[config.mk]
export PLATFORM = sky130hd
export DESIGN_NAME = sd_spi_engine
export DESIGN_NICKNAME = d
export VERILOG_FILES = /design/src/rtl/sd_spi_engine.sv
export SDC_FILE = /design/constraint.sdc
export NUM_CORES = 1
export LEC_CHECK = 0
export CELL_PAD_IN_SITES_DETAIL_PLACEMENT = 1
export CELL_PAD_IN_SITES_GLOBAL_PLACEMENT = 2
export CORE_MARGIN = 1.5
export CORE_UTILIZATION = 37
export CTS_CLUSTER_SIZE = 12
export DETAILED_ROUTE_END_ITERATION = 6
export GPL_ROUTABILITY_DRIVEN = 0
export MAX_ROUTING_LAYER = met4
export PLACE_DENSITY = 0.89
export SYNTH_ARGS = -nofsm -noshare
export SYNTH_HDL_FRONTEND = slang
export SYNTH_SLANG_ARGS = --single-unit
[constraint.sdc]
create_clock -name clk -period 4.5 [get_ports clk]
set_input_delay 1.35 -clock clk [delete_from_list [all_inputs] [get_ports clk]]
set_output_delay 1.35 -clock clk [all_outputs]
set_load 0.02 [all_outputs]
[src/rtl/sd_spi_engine.sv]
// sd_spi_engine: SPI master for SD-card access from the 8086 bus.
// It has a programmable SCLK divider, NUM_CS card selects, and hardware block
// transfers between the card and a private sector buffer RAM.
//
// Ports
//   clk, reset             system clock; asynchronous active-high reset
//   cs_n, rd_n, wr_n       active-low bus select and strobes
//   addr[1:0]              register select: 0 CTRL/STATUS, 1 DIV, 2 DATA, 3 BLOCK
//   din[7:0], dout[7:0]    bus write data; registered bus read data
//   card_det               card-present input (asynchronous)
//   irq                    done & irq_en
//   ram_addr, ram_wdata, ram_rdata, ram_we
//                          sector buffer port (ram_rdata has one-cycle latency)
//   sd_cs_n[NUM_CS-1:0]    card selects; sclk, mosi, miso: SPI mode 0, MSB first
module sd_spi_engine #(
  parameter int          NUM_CS  = 2,
  parameter int          BUF_AW  = 9,
  parameter logic [7:0]  DIV_RST = 8'hFF
) (
  input  logic              clk,
  input  logic              reset,
  input  logic              cs_n,
  input  logic              rd_n,
  input  logic              wr_n,
  input  logic [1:0]        addr,
  input  logic [7:0]        din,
  output logic [7:0]        dout,
  input  logic              card_det,
  output logic              irq,
  output logic [BUF_AW-1:0] ram_addr,
  output logic [7:0]        ram_wdata,
  input  logic [7:0]        ram_rdata,
  output logic              ram_we,
  output logic [NUM_CS-1:0] sd_cs_n,
  output logic              sclk,
  output logic              mosi,
  input  logic              miso
);

  typedef enum logic [2:0] {IDLE, FETCH, LATCH, SHIFT, STORE, NEXT} state_t;

  state_t              state, state_nx;
  logic                wr_q, rd_q, stat_rd;
  logic [7:0]          div, cnt, tx, rx;
  logic [3:0]          half;
  logic [BUF_AW-1:0]   idx;
  logic                blk, mode, irq_en, done, sclk_q;
  logic [NUM_CS-1:0]   cs_sel;
  logic [1:0]          cd_sync;

  logic wr_act, wr_fire, rd_act, rd_rise, idle;
  logic start_byte, start_blk, half_end, shift_end, last;

  // A write is accepted only on the first clock of a strobe.
  assign wr_act     = ~cs_n & ~wr_n;
  assign wr_fire    = wr_act & ~wr_q;
  assign rd_act     = ~cs_n & ~rd_n;
  assign rd_rise    = rd_n & ~rd_q;
  assign idle       = (state == IDLE);
  assign start_byte = wr_fire && idle && (addr == 2'd2);
  assign start_blk  = wr_fire && idle && (addr == 2'd3);
  assign half_end   = (cnt == div);
  assign shift_end  = (state == SHIFT) && half_end && (half == 4'hF);
  assign last       = &idx;

  always_ff @(posedge clk or posedge reset) begin
    if (reset) state <= IDLE;
    else       state <= state_nx;
  end

  always_comb begin
    state_nx = state;
    case (state)
      IDLE: begin
        if (start_byte)     state_nx = SHIFT;
        else if (start_blk) state_nx = din[0] ? FETCH : SHIFT;
      end
      FETCH:   state_nx = LATCH;
      LATCH:   state_nx = SHIFT;
      SHIFT: begin
        if (shift_end) state_nx = !blk ? IDLE : (mode ? NEXT : STORE);
      end
      STORE:   state_nx = NEXT;
      NEXT: begin
        if (last) state_nx = IDLE;
        else      state_nx = mode ? FETCH : SHIFT;
      end
      default: state_nx = IDLE;
    endcase
  end

  always_ff @(posedge clk or posedge reset) begin
    if (reset) begin
      wr_q    <= 1'b0;
      rd_q    <= 1'b1;
      stat_rd <= 1'b0;
      cd_sync <= '0;
      div     <= DIV_RST;
      cnt     <= '0;
      half    <= '0;
      tx      <= '1;
      rx      <= '0;
      idx     <= '0;
      blk     <= 1'b0;
      mode    <= 1'b0;
      irq_en  <= 1'b0;
      cs_sel  <= '0;
      done    <= 1'b0;
      sclk_q  <= 1'b0;
      dout    <= '0;
    end else begin
      wr_q    <= wr_act;
      rd_q    <= rd_n;
      cd_sync <= {cd_sync[0], card_det};

      // Register writes are honoured only while idle.
      if (wr_fire && idle) begin
        case (addr)
          2'd0: begin
            cs_sel <= din[NUM_CS-1:0];
            irq_en <= din[4];
          end
          2'd1: div <= din;
          2'd2: begin
            tx  <= din;
            blk <= 1'b0;
          end
          default: begin
            mode <= din[0];
            blk  <= 1'b1;
            idx  <= '0;
            tx   <= 8'hFF;
          end
        endcase
      end

      // Bit timing restarts from zero on every entry to SHIFT.
      if (state != SHIFT) begin
        cnt  <= '0;
        half <= '0;
      end

      case (state)
        LATCH: tx <= ram_rdata;
        SHIFT: begin
          if (half_end) begin
            cnt    <= '0;
            half   <= half + 4'd1;
            sclk_q <= ~sclk_q;
            // rising edge samples miso; falling edge presents the next bit
            if (!sclk_q) rx <= {rx[6:0], miso};
            else         tx <= {tx[6:0], 1'b1};
          end else begin
            cnt <= cnt + 8'd1;
          end
        end
        NEXT: begin
          if (last) idx <= '0;
          else      idx <= idx + BUF_AW'(1);
          if (!mode) tx <= 8'hFF;
        end
        default: ;
      endcase

      // done clears on the rd_n rise that ends a STATUS read; a completion
      // in the same clock takes priority.
      if (rd_act && addr == 2'd0) stat_rd <= 1'b1;
      else if (rd_rise)           stat_rd <= 1'b0;
      if (rd_rise && stat_rd) done <= 1'b0;
      if ((shift_end && !blk) || (state == NEXT && last)) done <= 1'b1;

      if (rd_act) begin
        case (addr)
          2'd0:    dout <= {5'b0, cd_sync[1], done, ~idle};
          2'd1:    dout <= div;
          2'd2:    dout <= rx;
          default: dout <= {7'b0, mode};
        endcase
      end
    end
  end

  assign sclk      = sclk_q;
  assign mosi      = tx[7];
  assign sd_cs_n   = ~cs_sel;
  assign irq       = done & irq_en;
  assign ram_addr  = idx;
  assign ram_wdata = rx;
  assign ram_we    = (state == STORE);

endmodule

==> out/results.ini, run 1 <==
[outcome]
status = complete, no violations

[clock_tree]
clock_sinks = 68
path_clk_slew_ps = 80
cts_tree = done
cts_setup_buffers = 0
ctsHoldBuffers = 0
cts_buffers = 9
htreeDepth = 3
clock_path_buffers = 2
cts_resized = 0
clk_latency_ps = 360
root_buffer = clkbuf_8

[yosys]
synth_nets = 343
ys_ff_latch = 68
yosysWarningCount = 0
synth_top_family_by_area = simple AND/OR/NAND/NOR gates
synth_area_sq_um = 3390
yosys.area.top_type = dfrtp_1
avgSynthCellArea_sq_um = 10.8
syn_inst = 314
synth_top_cell_area_share_pct = 37.7
synth-xor-area-share_pct = 4.62
synth-simple-area-share_pct = 15.4
synth.top_cells.by_area = dfrtp_1, dfstp_2, mux2_2, mux2_4, a21oi_1
synth_compound_area_share_pct = 15.0
yosysSeqAreaShare_pct = 50.8
synth_fa_ha_area_share_pct = 1.48
ys.flop_type = dfrtp_1
synthArstFlopShare_pct = 100
synth_edf_count = 0
yosys.cell_types.count = 55
synthTopCellsByCount = dfrtp_1, a21oi_1, nor2_1, o21ai_0, dfstp_2
synthMuxAreaShare_pct = 9.42
synth_most_common_cell = dfrtp_1

[drt]
num_vias = 2665
drt-total-wl_mm = 8.63
ant_nets = 0
vias_per_cell = 5.55
drtIter0Drc = 93
drt-pass1-iter-count = 4
wl_per_cell_microns = 18.0
drc = 0

[critical_path]
reg2reg_from = ram_addr[0]$_DFFE_PP0P_
worst-path-buf-inv = 1
start_kind = input pin
timing.rr.end = ram_addr[5]$_DFFE_PP0P_
required_ps = 4750
critPathSlowestCell = clkdlybuf4s50_1
crit_path_max_fanout = 9
r2r_cells = 9
crit_chain = clkdlybuf4s50_1 -> nor4b_1 -> a31oi_1 -> o21bai_1 -> a21o_1
critical_path_depth = 5
critPathMaxStageDelay_ps = 670
crit_family = compound AO/OA/AOI/OAI gates
cp.arrival_ps = 3510
ff2ff_setup_slack_ps = 1940
crit_end = ram_addr[6]$_DFFE_PP0P_
critical_path_class = input pin to flip-flop
startpoint = addr[1]
cp-end-kind = flip-flop

[global_routing]
grt_max_degree = 43
grt_usage_pct = 19.5
antenna_found_initial = 0
grt_pass1_wl_mm = 14.6
grt.overflow.total = 0
first_global_vias = 2761

[min_path]
hp-class = flip-flop to flip-flop
hold_path_depth = 0

[timing]
rsz0062_at_grt = false
setup_viol_count_final = 0
final_hold_viol_count = 0
setup_slack_ps = 1240
slew_headroom_pct = 30.3
worstMarginPinSlew_ps = 1040
post-route-min-period_ps = 3260
setup_tns_ps = 0
finalCritPeriodShare_pct = 72.4
max_clock_freq_mhz = 307
finClkSkew_ps = 12.6
drv_slew = 0

[finish]
nNetsFinal = 396
drive_above_1_share_pct = 16.9
nFillCells = 972
syn2layout_area_growth_pct = 23.8
n_antenna_cell = 0
final_cells = 480

[power]
ir_drop_uv = 227
p_leak_uw = 0.00175
power_density_nw_per_um2 = 587

[die]
die_x_microns = 98.7
dieHeight_microns = 98.7
ios = 56
initial_core_util_pct = 38.5
dieArea_sq_um = 9740
core_sq_um = 8810
rows = 34

[place]
io_buffers = 55
place_inst = 464
pre_cts_ws_ps = 789
place_hpwl_mm = 6.25

[run]
cap_violations = 0

==> routing by layer <==
layer  wire [microns]  up-vias  track usage, %
met5                0        -               -
met4               79        0            6.15
met3              260       11            3.05
met2             4090       48            29.9
met1             4200     1350            26.7
li1                 -     1256               -
==> placed cells by master, fill, tap and decap left out, types with 10 or more instances in the layout <==
master,count
clkdlybuf4s50_1,55
dfrtp_1,51
nor2_1,22
a21oi_1,22
o21ai_0,19
dfstp_2,17
nand2_1,13
mux2_2,13
nand3_1,12
inv_1,10
nor3_1,10
==> stage by stage <==
step | util (%) | hold slack (ps) | power [uW] | area (sq um)
3_3_place_gp | 45.7 | 336 | 1980 | 4020
5_1_grt | 47.6 | 369 | 2620 | 4200
6_report | 47.6 | 358 | 2460 | 4200
2_1_floorplan | - | 331 | 1640 | 3390
4_1_cts | 47.6 | 364 | 2490 | 4200
3_5_place_dp | 45.7 | 346 | 2020 | 4020
==> worst reg2reg max path, stage by stage (launching register included) <==
cell       delay, ps
dfrtp_1          440
ha_1             250
and3_1           220
and3_1           210
and3_1           190
ha_1             250
nand4bb_1        460
a21oi_1          250
o21ai_0           90
o21ai_0          120
==> logic make-up after synthesis <==
logic type | count (synthesis)
and+or+nand+nor | 95
AOI/OAI and AO/OA | 79
DFF | 68
buffers and inverters | 26
muxes | 25
xor gates and xnor gates | 17
adders and majority gates | 4
==> layout make-up <==
class	count	area (sq um)	share of cell area (%)
clock buffers	9	124	2.95
well taps	108	135	3.22
flip-flops and latches	68	1720	41.1
repair buffers	57	566	13.5
clock inverters	7	51.3	1.22
inverters	11	41.3	0.984
multi-input cells	220	1560	37.1
==> registers in the layout, summed over array words and instances (netlist names), 2 cells and up <==
name,flops
half,4
dout,8
cnt,8
div,8
cd_sync,2
ram_addr,9
ram_wdata,8
tx,8
state,3
cs_sel,2
==> worst min-delay path by stage <==
stage | startpoint | endpoint | slack (ps)
global placement | cd_sync[0]$_DFF_PP0_ | cd_sync[1]$_DFF_PP0_ | 340
floorplan | cd_sync[0]$_DFF_PP0_ | cd_sync[1]$_DFF_PP0_ | 330
detailed placement | cd_sync[0]$_DFF_PP0_ | cd_sync[1]$_DFF_PP0_ | 350
finish | cd_sync[0]$_DFF_PP0_ | cd_sync[1]$_DFF_PP0_ | 360
CTS | cd_sync[0]$_DFF_PP0_ | cd_sync[1]$_DFF_PP0_ | 360
global route | cd_sync[0]$_DFF_PP0_ | cd_sync[1]$_DFF_PP0_ | 370
==> report_power, final <==
part / switching, uW / internal (uW) / leakage [uW]
clock network: 261 / 201 / 0.0000856
registers: 185 / 824 / 0.000815
logic: 524 / 467 / 0.000847
(Power assumes the default switching activity.)
==> inputs of run 2 (changes only) <==
Settings changed: CORE_UTILIZATION 37 to 34, PLACE_DENSITY 0.89 to 0.83.
Clock period 4.5 ns to 3.25 ns, I/O delays scaled along.
==> run 2 against run 1 <==
  * Final area rose by 2.4%
  * Non-clock buffer count rose by 8
  * Sequential power rose by 37%
  * Combinational power rose by 44%
  * Register-to-register slack got worse by 1200 ps
  * Die area rose by 8.5%
  * Sequential share of layout area fell by 0.98 points
  * Worst hold slack got worse by 4.0 ps
  * Largest power group is now combinational logic
==> out/results.ini, run 2 (synthesized netlist as in run 1, its figures left out) <==
[critical_path]
critical_path_class = flip-flop to output port
crit_path_max_fanout = 13  ; +4
cp-end-kind = output port
cp.arrival_ps = 1820  ; -1690 ps
start_kind = flip-flop
required_ps = 2270  ; -2480 ps

[power]
power_density_nw_per_um2 = 799  ; +36%
p_leak_uw = 0.00179  ; +2.3%
internal_power_uw = 2090  ; +40%
combinationalPowerShare_pct = 41.6  ; +1.3 points
seqPwrFrac_pct = 40.2  ; -0.8 points
power_switching_uw = 1340  ; +38%
netSwitchingFraction_pct = 39.1  ; -0.26 points
pwr-share-clk_pct = 18.2  ; -0.6 points
ir_drop_uv = 260  ; +14%

[global_routing]
grt_pass1_wl_mm = 14.4  ; -1.0%
first_global_vias = 2757  ; -0.14%
grt.overflow.total = 0  ; unchanged
grt_usage_pct = 18.7  ; -0.85 points
grt_max_degree = 69  ; +60%
antenna_found_initial = 0  ; unchanged

[place]
io_buffers = 55  ; unchanged
place_hpwl_mm = 6.44  ; +2.9%
place_inst = 497  ; +7.1%
pre_cts_ws_ps = 291  ; -498 ps

[clock_tree]
clock_path_buffers = 2  ; unchanged
clock_sinks = 68  ; unchanged
cts_buffers = 9  ; unchanged
ctsHoldBuffers = 0  ; unchanged
cts_tree = done
clk_latency_ps = 340  ; -20 ps
cts_setup_buffers = 0  ; unchanged
root_buffer = clkbuf_8
htreeDepth = 3  ; unchanged
cts_resized = 0  ; unchanged
path_clk_slew_ps = 80  ; about the same

[die]
dieHeight_microns = 103  ; +4.2%
rows = 36  ; +5.9%
dieArea_sq_um = 10600  ; +8.5%
initial_core_util_pct = 34.8  ; -3.7 points
ios = 56  ; unchanged
core_sq_um = 9730  ; +10%
die_x_microns = 103  ; +4.2%

[drt]
wl_per_cell_microns = 17.2  ; -4.6%
drtIter0Drc = 74  ; -20%
drt-total-wl_mm = 8.80  ; +2.0%
drt-pass1-iter-count = 7  ; +3
num_vias = 2725  ; +2.3%
vias_per_cell = 5.31  ; -4.3%
ant_nets = 0  ; unchanged
drc = 0  ; unchanged

[timing]
setup_viol_count_final = 0  ; unchanged
setup_slack_ps = 458  ; -785 ps
drv_slew = 0  ; unchanged
rsz0062_at_grt = false
slew_headroom_pct = 51.3  ; +21 points
post-route-min-period_ps = 2790
max_clock_freq_mhz = 358
final_hold_viol_count = 0  ; unchanged
finClkSkew_ps = 11.1  ; -1.44 ps
finalCritPeriodShare_pct = 85.9
setup_tns_ps = 0  ; unchanged
worstMarginPinSlew_ps = 729  ; -312 ps

[outcome]
status = complete, no violations

[finish]
layout_commonest_cell = clkdlybuf4s50_1
drive_above_1_share_pct = 18.7  ; +1.7 points
nFillCells = 1109  ; +14%
final_cell_mix = clkdlybuf4s50_1, dfrtp_1, nor2_1, a21oi_1, o21ai_0
final_cells = 513  ; +6.9%
fin_util_pct = 44.2  ; -3.5 points
largest_reg_flops = 9  ; unchanged
n_antenna_cell = 0  ; unchanged
nNetsFinal = 404  ; +2.0%
syn2layout_area_growth_pct = 26.8

[run]
cap_violations = 0  ; unchanged

[min_path]
hp-class = flip-flop to flip-flop

-- run 2: cell types whose count changed in the layout (fill, tap and decap cells not counted) --
cell        before  now
buf_4            2    9
inv_6            1    2
buf_12           0    1
clkinvlp_4       2    3
clkinv_4         2    0
-- run 2: final timing paths --
path	from	to	slack [ps]	depth (start not counted)
max	state[1]$_DFFE_PP0P_	ram_we	460	2
min	cd_sync[0]$_DFF_PP0_	cd_sync[1]$_DFF_PP0_	350	0
max reg2reg	ram_addr[0]$_DFFE_PP0P_	ram_addr[5]$_DFFE_PP0P_	730	9
min reg2reg	cd_sync[0]$_DFF_PP0_	cd_sync[1]$_DFF_PP0_	350	0
max in group asynchronous	reset	tx[7]$_DFF_PP1_	1880	3
min in group asynchronous	reset	cs_sel[1]$_DFFE_PP0P_	1010	3
-- run 2: worst max-delay path, stage by stage (launching register included) --
cell and delay, ps:
dfrtp_1 510, nor3b_1 310, clkdlybuf4s50_1 660
-- run 2: final cells by class --
type | count | area [sq um] | share of cell area [%]
clock buffer | 9 | 124 | 2.88
sequential | 68 | 1720 | 40.1
tap | 133 | 166 | 3.87
clock inverter | 7 | 50.0 | 1.16
timing repair buffer | 65 | 638 | 14.8
inverter | 11 | 41.3 | 0.961
multi-input combinational | 220 | 1560 | 36.2
-- run 2: power groups by stage --
stage / registers (uW) / clock network [uW] / logic [uW]
global route: 1420 / 684 / 1570
finish: 1380 / 625 / 1430
CTS: 1380 / 647 / 1440
floorplan: 1460 / 0 / 817
detailed placement: 1400 / 0 / 1440
global placement: 1380 / 0 / 1390
-- run 2: per-stage QoR --
step / total power (uW) / instance area (sq um) / hold WS [ps]
after floorplan: 2270 / 3390 / 331
after global placement: 2770 / 4120 / 337
after detailed placement: 2830 / 4120 / 340
after CTS: 3470 / 4300 / 358
after global routing: 3670 / 4300 / 372
final: 3430 / 4300 / 354
-- run 2: routing by layer --
metal / up-vias / track usage, % / part of all wire, % / wire, microns
met3: 11 / 2.71 / 2.3 / 205
met2: 55 / 30.2 / 49 / 4300
met5: - / - / 0 / 0
met4: 0 / 6.55 / 1.4 / 119
li1: 1273 / - / - / -
met1: 1386 / 24.1 / 47 / 4170
